### src/rtl/imem_stream_loader.sv
// rtl/imem_stream_loader.sv - byte-stream program loader driving the IMEM write port and CPU reset
//
// Receives a frame (16-bit LE word count, 4*N LE data bytes, XOR checksum of the
// data bytes) from a host byte link and writes each assembled word to IMEM.
// The CPU is held in reset until a complete frame has been loaded and verified.
//
// Ports:
//   clk         system clock, all logic on rising edge
//   rst         asynchronous active-low reset
//   load_req    single-cycle pulse: abort/restart a load and re-hold the CPU
//   in_valid    stream byte valid
//   in_data     stream byte
//   in_ready    loader accepts a byte (handshake = in_valid & in_ready)
//   imem_we     IMEM write strobe, one cycle per word
//   imem_addr   IMEM word address (holds when imem_we=0)
//   imem_wdata  IMEM write data (holds when imem_we=0)
//   cpu_rst     active-low CPU reset, 1 only once the load is verified
//   done        load verified, CPU released
//   err         length overflow or checksum mismatch
//   word_cnt    words written in the current load
module imem_stream_loader #(
    parameter int ADDR_WIDTH = 8
) (
    input  logic                  clk,
    input  logic                  rst,
    input  logic                  load_req,
    input  logic                  in_valid,
    input  logic [7:0]            in_data,
    output logic                  in_ready,
    output logic                  imem_we,
    output logic [ADDR_WIDTH-1:0] imem_addr,
    output logic [31:0]           imem_wdata,
    output logic                  cpu_rst,
    output logic                  done,
    output logic                  err,
    output logic [ADDR_WIDTH:0]   word_cnt
);

    localparam int          DEPTH   = 1 << ADDR_WIDTH;
    localparam logic [16:0] DEPTH17 = 17'(DEPTH);

    typedef enum logic [2:0] {
        S_LEN0,
        S_LEN1,
        S_DATA,
        S_CSUM,
        S_RUN,
        S_ERR
    } state_t;

    state_t      state;
    state_t      state_nxt;
    logic [15:0] len;
    logic [23:0] word_buf;
    logic [1:0]  byte_idx;
    logic [7:0]  csum;

    logic        hs;
    logic        last_byte;
    logic        we_nxt;
    logic        ready_nxt;
    logic [16:0] len_new;
    logic [16:0] len_ext;
    logic [16:0] wc_ext;
    logic [16:0] wc_inc;

    assign hs      = in_valid & in_ready;
    assign len_new = {1'b0, in_data, len[7:0]};
    assign len_ext = {1'b0, len};
    assign wc_ext  = 17'(word_cnt);
    assign wc_inc  = wc_ext + 17'd1;

    assign cpu_rst = (state == S_RUN);
    assign done    = (state == S_RUN);
    assign err     = (state == S_ERR);

    always_ff @(posedge clk or negedge rst) begin
        if (!rst) begin
            state <= S_LEN0;
        end else begin
            state <= state_nxt;
        end
    end

    always_comb begin
        state_nxt = state;
        last_byte = (state == S_DATA) && hs && (byte_idx == 2'd3);
        we_nxt    = last_byte && !load_req;
        ready_nxt = 1'b0;

        if (load_req) begin
            state_nxt = S_LEN0;
        end else begin
            case (state)
                S_LEN0: if (hs) state_nxt = S_LEN1;
                S_LEN1: begin
                    if (hs) begin
                        if (len_new > DEPTH17)       state_nxt = S_ERR;
                        else if (len_new == 17'd0)   state_nxt = S_CSUM;
                        else                         state_nxt = S_DATA;
                    end
                end
                // word_cnt already counts the word being written, so the last
                // write cycle is the one where it reaches N.
                S_DATA: if (imem_we && (wc_ext == len_ext)) state_nxt = S_CSUM;
                S_CSUM: if (hs) state_nxt = (in_data == csum) ? S_RUN : S_ERR;
                S_RUN:  state_nxt = S_RUN;
                S_ERR:  state_nxt = S_ERR;
                default: state_nxt = S_LEN0;
            endcase
        end

        // Stay ready through intermediate write cycles; close for the final
        // write cycle so the checksum byte is never taken before CSUM.
        case (state_nxt)
            S_LEN0, S_LEN1, S_CSUM: ready_nxt = 1'b1;
            S_DATA:                 ready_nxt = !(we_nxt && (wc_inc == len_ext));
            default:                ready_nxt = 1'b0;
        endcase
    end

    always_ff @(posedge clk or negedge rst) begin
        if (!rst) begin
            in_ready   <= 1'b0;
            imem_we    <= 1'b0;
            imem_addr  <= '0;
            imem_wdata <= '0;
            word_cnt   <= '0;
            len        <= '0;
            word_buf   <= '0;
            byte_idx   <= '0;
            csum       <= '0;
        end else begin
            in_ready <= ready_nxt;
            imem_we  <= we_nxt;
            if (load_req) begin
                word_cnt <= '0;
                byte_idx <= '0;
                csum     <= '0;
            end else if (hs) begin
                case (state)
                    S_LEN0: len[7:0]  <= in_data;
                    S_LEN1: len[15:8] <= in_data;
                    S_DATA: begin
                        csum     <= csum ^ in_data;
                        byte_idx <= byte_idx + 2'd1;
                        case (byte_idx)
                            2'd0: word_buf[7:0]   <= in_data;
                            2'd1: word_buf[15:8]  <= in_data;
                            2'd2: word_buf[23:16] <= in_data;
                            default: begin
                                imem_wdata <= {in_data, word_buf};
                                imem_addr  <= word_cnt[ADDR_WIDTH-1:0];
                                word_cnt   <= word_cnt + 1'b1;
                            end
                        endcase
                    end
                    default: ;
                endcase
            end
        end
    end

endmodule

### config.mk
export PLATFORM = sky130hd
export DESIGN_NAME = imem_stream_loader
export DESIGN_NICKNAME = d
export VERILOG_FILES = /design/src/rtl/imem_stream_loader.sv
export SDC_FILE = /design/constraint.sdc
export NUM_CORES = 1
export LEC_CHECK = 0
export ABC_AREA = 1
export BUFFER_PORTS_ARGS = -buffer_cell sky130_fd_sc_hd__buf_2
export CORE_MARGIN = 10
export CORE_UTILIZATION = 45
export CTS_BUF_LIST = sky130_fd_sc_hd__clkbuf_16
export CTS_CLUSTER_DIAMETER = 60
export DETAILED_ROUTE_END_ITERATION = 6
export PLACE_DENSITY = 0.71
export REMOVE_ABC_BUFFERS = 1
export SETUP_SLACK_MARGIN = 0.4
export SLEW_MARGIN = 10
export SYNTH_ARGS = -nofsm -noshare
export SYNTH_HDL_FRONTEND = slang
export SYNTH_SLANG_ARGS = --single-unit
### constraint.sdc
create_clock -name clk -period 1.75 [get_ports clk]
set_clock_uncertainty 0.15 [all_clocks]
set_input_delay 0.0875 -clock clk [delete_from_list [all_inputs] [get_ports clk]]
set_output_delay 0.0875 -clock clk [all_outputs]
set_load 0.02 [all_outputs]
==> impl_metrics.json, run 1 <==
{
  "p_seq_share_pct": 48.2,
  "placed_cells": 759,
  "rsz0062_at_grt": "true",
  "period_needed_ps": 1790,
  "antenna_found_initial": 0,
  "tightest_slew_ps": 547,
  "slew_headroom_pct": 63.6,
  "layout.cells.non_filler": 815,
  "synth_cell_types": 30,
  "cts-root-buf": "clkbuf_16",
  "whs_ps": -3.55,
  "globalplace.congestion": 0.944,
  "insertion_delay_ps": 360,
  "setup_violations": 9,
  "status": "finished with violations",
  "drtIter0Drc": 311,
  "worst_setup_path_end_kind": "flop",
  "clock.fmax_mhz": 559,
  "routed_wl_mm": 13.0,
  "synth_edf_count": 0,
  "synth-main-ff-cell": "dfrtp_1",
  "dp_slack_ps": -76.7,
  "clk_pin_slew_ps": 80,
  "syn-cell-area_mm2": 0.00471,
  "die_y_um": 122,
  "wl_per_cell_um": 16.0,
  "antenna_cells": 0,
  "p_leak_nw": 3.24,
  "io_pins": 66,
  "r2r_cells": 12,
  "overflow": 0,
  "switching_power_mw": 1.70,
  "place.detailed.hpwl_mm": 8.06,
  "initial_utilization_pct": 45.8,
  "start_kind": "flop",
  "first_pass_iters": 5,
  "post-route-period-util_pct": 102,
  "drive_above_1_share_pct": 32.7,
  "final_nets": 691,
  "violations": "hold timing, setup timing",
  "grt_max_degree": 105,
  "cts_max_level": 3,
  "fin_ws_ps": -38.3,
  "grt_pass1_wl_mm": 20.9,
  "slew_viol_final": 0,
  "synth_seq_cells": 104,
  "clockPowerShare_pct": 33.9,
  "min-delay-start": "in_data[6]",
  "startpoint": "state[2]",
  "min_path_cells": 3,
  "p_int_mw": 3.98,
  "max-vdd-ir-drop_mv": 0.462,
  "ant_nets": 0,
  "cts_buffer_depth": 2,
  "grt_util_met2_pct": 29.8,
  "die_area_mm2": 0.0150,
  "synth_area_per_cell_um2": 8.53,
  "vias": 4171,
  "cts_buffers": 9,
  "fin_tns_setup_ps": -144,
  "synth.yosys.warnings": 0,
  "routed_via_density": 5.12,
  "arrival_ps": 1880,
  "route.detailed.drc": 0,
  "critPathMaxFanout": 3,
  "grt_pass1_vias": 4175,
  "yosysSeqAreaShare_pct": 55.2,
  "area_growth_pct": 36.4,
  "hold_viol_final": 3,
  "hold_class": "in -> reg",
  "fp-row-count": 37,
  "crit_type": "reg -> reg",
  "powerDensity_mw_per_mm2": 884,
  "cap_viol_max_count": 0,
  "coreArea_mm2": 0.0103,
  "tritoncts": "built",
  "r2r_start": "state[2]",
  "busiest_layer": "met2",
  "use_met1_pct": 21.9,
  "port_buffers": 65,
  "grtUsageMet3_pct": 3.31,
  "syn_inst": 552,
  "clock_sinks": 104,
  "die_w_um": 122,
  "grt_util_all_layers_pct": 17.4,
  "crit_required_ps": 1840,
  "async_reset_ff_share_pct": 100,
  "p_comb_share_pct": 18.0,
  "swShare_pct": 30.0
}
[sequential cells by signal, summed over array words and instances (netlist names)]
register    count
imem_we         1
imem_wdata     32
word_buf       24
state           3
len            16
in_ready        1
csum            8
byte_idx        2
imem_addr       8
word_cnt        9
[cell type report]
type                            instances  area [um2]
Clock buffer                            9         225
Clock inverter                          7        55.1
Fill cell                             844        3850
Inverter                               49         209
Multi-Input combinational cell        388        2210
Sequential cell                       104        2600
Tap cell                              136         170
Timing Repair Buffer                  122         953
[logic make-up (layout without fill, tap and decap cells)]
group | Yosys count | in the layout | share of synthesized area [%]
flops | 104 | 104 | 55.2
fa+ha+maj | 5 | 5 | 1.33
simple gates | 283 | 287 | 24.7
compound gates | 81 | 81 | 9.32
buf+inv | 64 | 187 | 6.61
xor+xnor | 15 | 15 | 2.79
[synthesized netlist by cell type (5+ instances only)]
master / count / area, um2
a21oi_1: 6 / 30.0
buf_6: 7 / 78.8
dfrtp_1: 104 / 2600
ha_1: 5 / 62.6
inv_1: 43 / 161
nand2_1: 211 / 792
nand2_4: 5 / 56.3
nand3_1: 14 / 70.1
nand4_1: 5 / 31.3
nor2_1: 39 / 146
o21ai_0: 57 / 285
o21ai_1: 6 / 30.0
o22ai_1: 5 / 31.3
xnor2_1: 8 / 70.1
xor2_1: 7 / 61.3
[per-layer routing]
layer  up-vias  part of all wire (%)
met5         -                     0
met4         0                   1.3
met3        12                   6.0
met2       130                    51
met1      2034                    42
li1       1995                     -
[path summary, 6_finish.rpt]
| kind | to | slack, ps |
|---|---|---|
| setup / recovery | in_ready | -40 |
| hold / removal | len[14] | -4 |
| setup reg to reg | in_ready | -40 |
| hold reg to reg | imem_wdata[14] | 320 |
| max in group asynchronous | state[0] | 830 |
| min in group asynchronous | imem_wdata[11] | 170 |
[power by group through the flow]
stage          Combinational, mW  Sequential, mW  Clock (mW)
2_1_floorplan              0.501            2.73           0
3_3_place_gp               0.709            2.76           0
3_5_place_dp               0.736            2.77           0
4_1_cts                    0.830            2.73        1.94
5_1_grt                     1.13            2.76        2.06
6_report                    1.02            2.74        1.92
[metrics by stage]
| stage | total power, mW | util, % | area, um2 |
|---|---|---|---|
| floorplan | 3.23 | - | 4590 |
| global placement | 3.47 | 51.3 | 5270 |
| detailed placement | 3.50 | 51.3 | 5270 |
| CTS | 5.49 | 59.9 | 6160 |
| global route | 5.96 | 62.5 | 6430 |
| finish | 5.68 | 62.5 | 6430 |
[cells in the final DEF, fill, tap and decap left out, types with 2 or more instances in the layout]
cell type        n
nand2_4          5
nor2_4           9
inv_2            5
buf_2           60
nand2_2         27
inv_8            2
buf_16           2
nand2_8          9
a21oi_1          4
buf_6           14
clkbuf_16        9
o21ai_0         26
o21ai_1         28
nor2_2           7
o21ai_2         13
dlygate4sd3_1   10
buf_4           30
nand3_2          4
nor3_1           3
nand3_1         10
buf_12           5
xor2_1           7
xnor2_1          8
nor2_1          27
nand4_1          5
inv_1           39
clkinv_4         2
nand2_1        179
clkinv_1         2
o22ai_2          5
dfrtp_1        103
clkinvlp_4       2
ha_1             4
[critical path, cell delays in order, from the launching register on]
cell and delay [ps]:
dfrtp_1 420, nor2_4 130, inv_2 60, nor2_4 120, nand2_4 80, clkinv_4 70
nand2_8 50, nor2_4 160, buf_6 120, buf_8 100, nand3_2 70, nor2_2 100
nor2_1 50
[what timing repair did]
item,CTS,global route
gates resized for setup,83,82
endpoints found under the hold margin,116,0
setup endpoints to repair,106,108
gates cloned,6,1
pin swaps,13,14
setup buffers,14,9
hold buffers,10,0
Note: power is estimated with default switching activity, not from simulation.
==> inputs of run 2 (changes only) <==
CELL_PAD_IN_SITES_DETAIL_PLACEMENT = 1   (was default)
CELL_PAD_IN_SITES_GLOBAL_PLACEMENT = 1   (was default)
CORE_UTILIZATION = 39   (was 45)
PLACE_DENSITY = 0.79   (was 0.71)
==> run 2 against run 1 <==
Compared with the run above: the run still ends with hold timing, setup timing left; utilization down 5.1 points; clock power up 3%; cell count up 3.1%; non-clock buffer count up 15; via count up 12%; flip-flop and latch count unchanged; register-to-register slack worse by 150 ps; combinational power up 37%; sequential share of layout area down 2.3 points; critical path depth up 1.
==> impl_metrics.json, run 2 (synthesis results as in run 1) <==
{
  "fillers": 1347,
  "grt_pass1_wl_mm": 26.0,
  "status": "finished with violations",
  "route.detailed.drc": 0,
  "clock.fmax_mhz": 515,
  "whs_ps": -32.9,
  "layout_commonest_cell": "nand2_1",
  "arrival_ps": 2050,
  "cts_buffer_depth": 2,
  "ctsHoldBuffers": 7,
  "first_pass_iters": 4,
  "coreArea_mm2": 0.0119,
  "p_leak_nw": 3.38,
  "largest_register": "imem_wdata",
  "cts_buffers": 9,
  "final_cell_mix": "165 x nand2_1, 97 x dfrtp_1, 58 x buf_2",
  "total_power_mw": 6.17,
  "crit_chain": "inv_2 > nor2_4 > inv_2 > nor2_4 > nand2_4 > clkinv_4 > nand2_8 > nor2_4 > inv_6 > buf_6 > nor2_4 > nand2_1 > o21ai_1",
  "antenna_cells": 0,
  "clock_sinks": 104,
  "worst_setup_path_end_kind": "flop",
  "critPathMaxFanout": 5,
  "wl_per_cell_um": 24.0,
  "largest_register_ffs": 32,
  "port_buffers": 65,
  "hold_class": "in -> reg",
  "antenna_found_initial": 0,
  "max-vdd-ir-drop_mv": 0.461,
  "violations": "hold timing, setup timing",
  "tritoncts": "built",
  "drtIter0Drc": 365,
  "cap_viol_max_count": 0,
  "crit_required_ps": 1860,
  "fin_ws_ps": -193,
  "routed_wl_mm": 20.2,
  "slew_headroom_pct": 65.0,
  "grt_max_degree": 39,
  "slew_viol_final": 0,
  "die_y_um": 130,
  "overflow": 0,
  "die_w_um": 130,
  "fp-row-count": 40,
  "tightest_slew_ps": 525,
  "hold_viol_final": 2,
  "area_growth_pct": 45.2,
  "grt_util_all_layers_pct": 19.5,
  "vias": 4671,
  "routed_via_density": 5.56,
  "final_nets": 706,
  "start_kind": "flop",
  "insertion_delay_ps": 360,
  "path_delay_family": "simple AND/OR/NAND/NOR gates",
  "period_needed_ps": 1940,
  "path_buf_inv": 5,
  "crit_top_cell": "nor2_4",
  "powerDensity_mw_per_mm2": 903,
  "initial_utilization_pct": 39.5,
  "slowest_delay_ps": 370,
  "setup_violations": 52,
  "post-route-period-util_pct": 111,
  "crit_type": "reg -> reg",
  "biggestRegsByFlops": "imem_wdata x32, word_buf x24, len x16",
  "cts-root-buf": "clkbuf_16",
  "place.detailed.hpwl_mm": 10.2,
  "slowest_stage": "dfrtp_1",
  "io_pins": 66,
  "drive_above_1_share_pct": 40.3,
  "clk_pin_slew_ps": 80,
  "die_area_mm2": 0.0169,
  "ant_nets": 0,
  "globalplace.congestion": 0.882,
  "dp_slack_ps": -43.4,
  "cts_max_level": 3,
  "grt_pass1_vias": 4929,
  "rsz0062_at_grt": "true"
}
==> run 2: cell types whose count changed in the layout (fill, tap and decap cells not counted), sizes merged <==
cell         previous run  this run
buf                   112       129
dlygate4sd3            10         7
clkinv                  5         3
clkbuf                  9        10
inv                    49        50
==> run 2: area by class of cell <==
type / count / area [um2] / share of cell area, %
clock buffer: 9 / 225 / 3.29
tap: 147 / 184 / 2.69
sequential: 104 / 2610 / 38.2
timing repair buffer: 137 / 1100 / 16.1
multi-input combinational: 388 / 2450 / 35.8
inverter: 49 / 220 / 3.22
clock inverter: 6 / 45.0 / 0.659
==> run 2: worst min-delay path, delay by kind of cell <==
family,cells,cell delay [ps]
buffers and inverters,1,100
AO/OA/AOI/OAI,1,90
AND/OR/NAND/NOR,2,160
==> run 2: worst paths after layout <==
path,cells after the start,from,slack (ps),end
worst max-delay path,13,state[1],-190,word_cnt[7]
max in group asynchronous,3,rst,700,imem_wdata[30]
worst max register to register,13,state[1],-190,word_cnt[7]
min in group asynchronous,2,rst,90,word_buf[21]
worst min register to register,2,imem_wdata[12],320,imem_wdata[12]
worst min-delay path,4,in_data[2],-30,csum[2]
==> run 2: per-stage QoR <==
step           TNS, ps  std cells  instance area (um2)  utilization, %
6_report         -3960        840                 6840            57.4
5_1_grt          -6780        840                 6840            57.4
4_1_cts              0        822                 6190            52.0
3_5_place_dp     -51.6        785                 5410            45.4
3_3_place_gp         0        785                 5410            45.4
2_1_floorplan   -17630        537                 4590               -
==> run 2: routing by layer <==
| layer | track usage (%) | wire [um] |
|---|---|---|
| met4 | 7.47 | 622 |
| met3 | 2.76 | 1060 |
| met1 | 22.5 | 7900 |
| met5 | 0 | 0 |
| met2 | 35.5 | 10600 |
==> run 2: power breakdown <==
group / internal (mW) / switching (mW) / total (mW)
combinational: 0.533 / 0.866 / 1.40
clock: 0.971 / 0.999 / 1.97
sequential: 2.58 / 0.228 / 2.81
total: 4.08 / 2.09 / 6.17
==> run 2: what timing repair did <==
item | CTS | global route
setup endpoints to repair | 108 | 109
endpoints found under the hold margin | 83 | 1
setup buffers | 11 | 16
pin swaps | 9 | 42
gates resized for setup | 87 | 151
cloned | 4 | 2
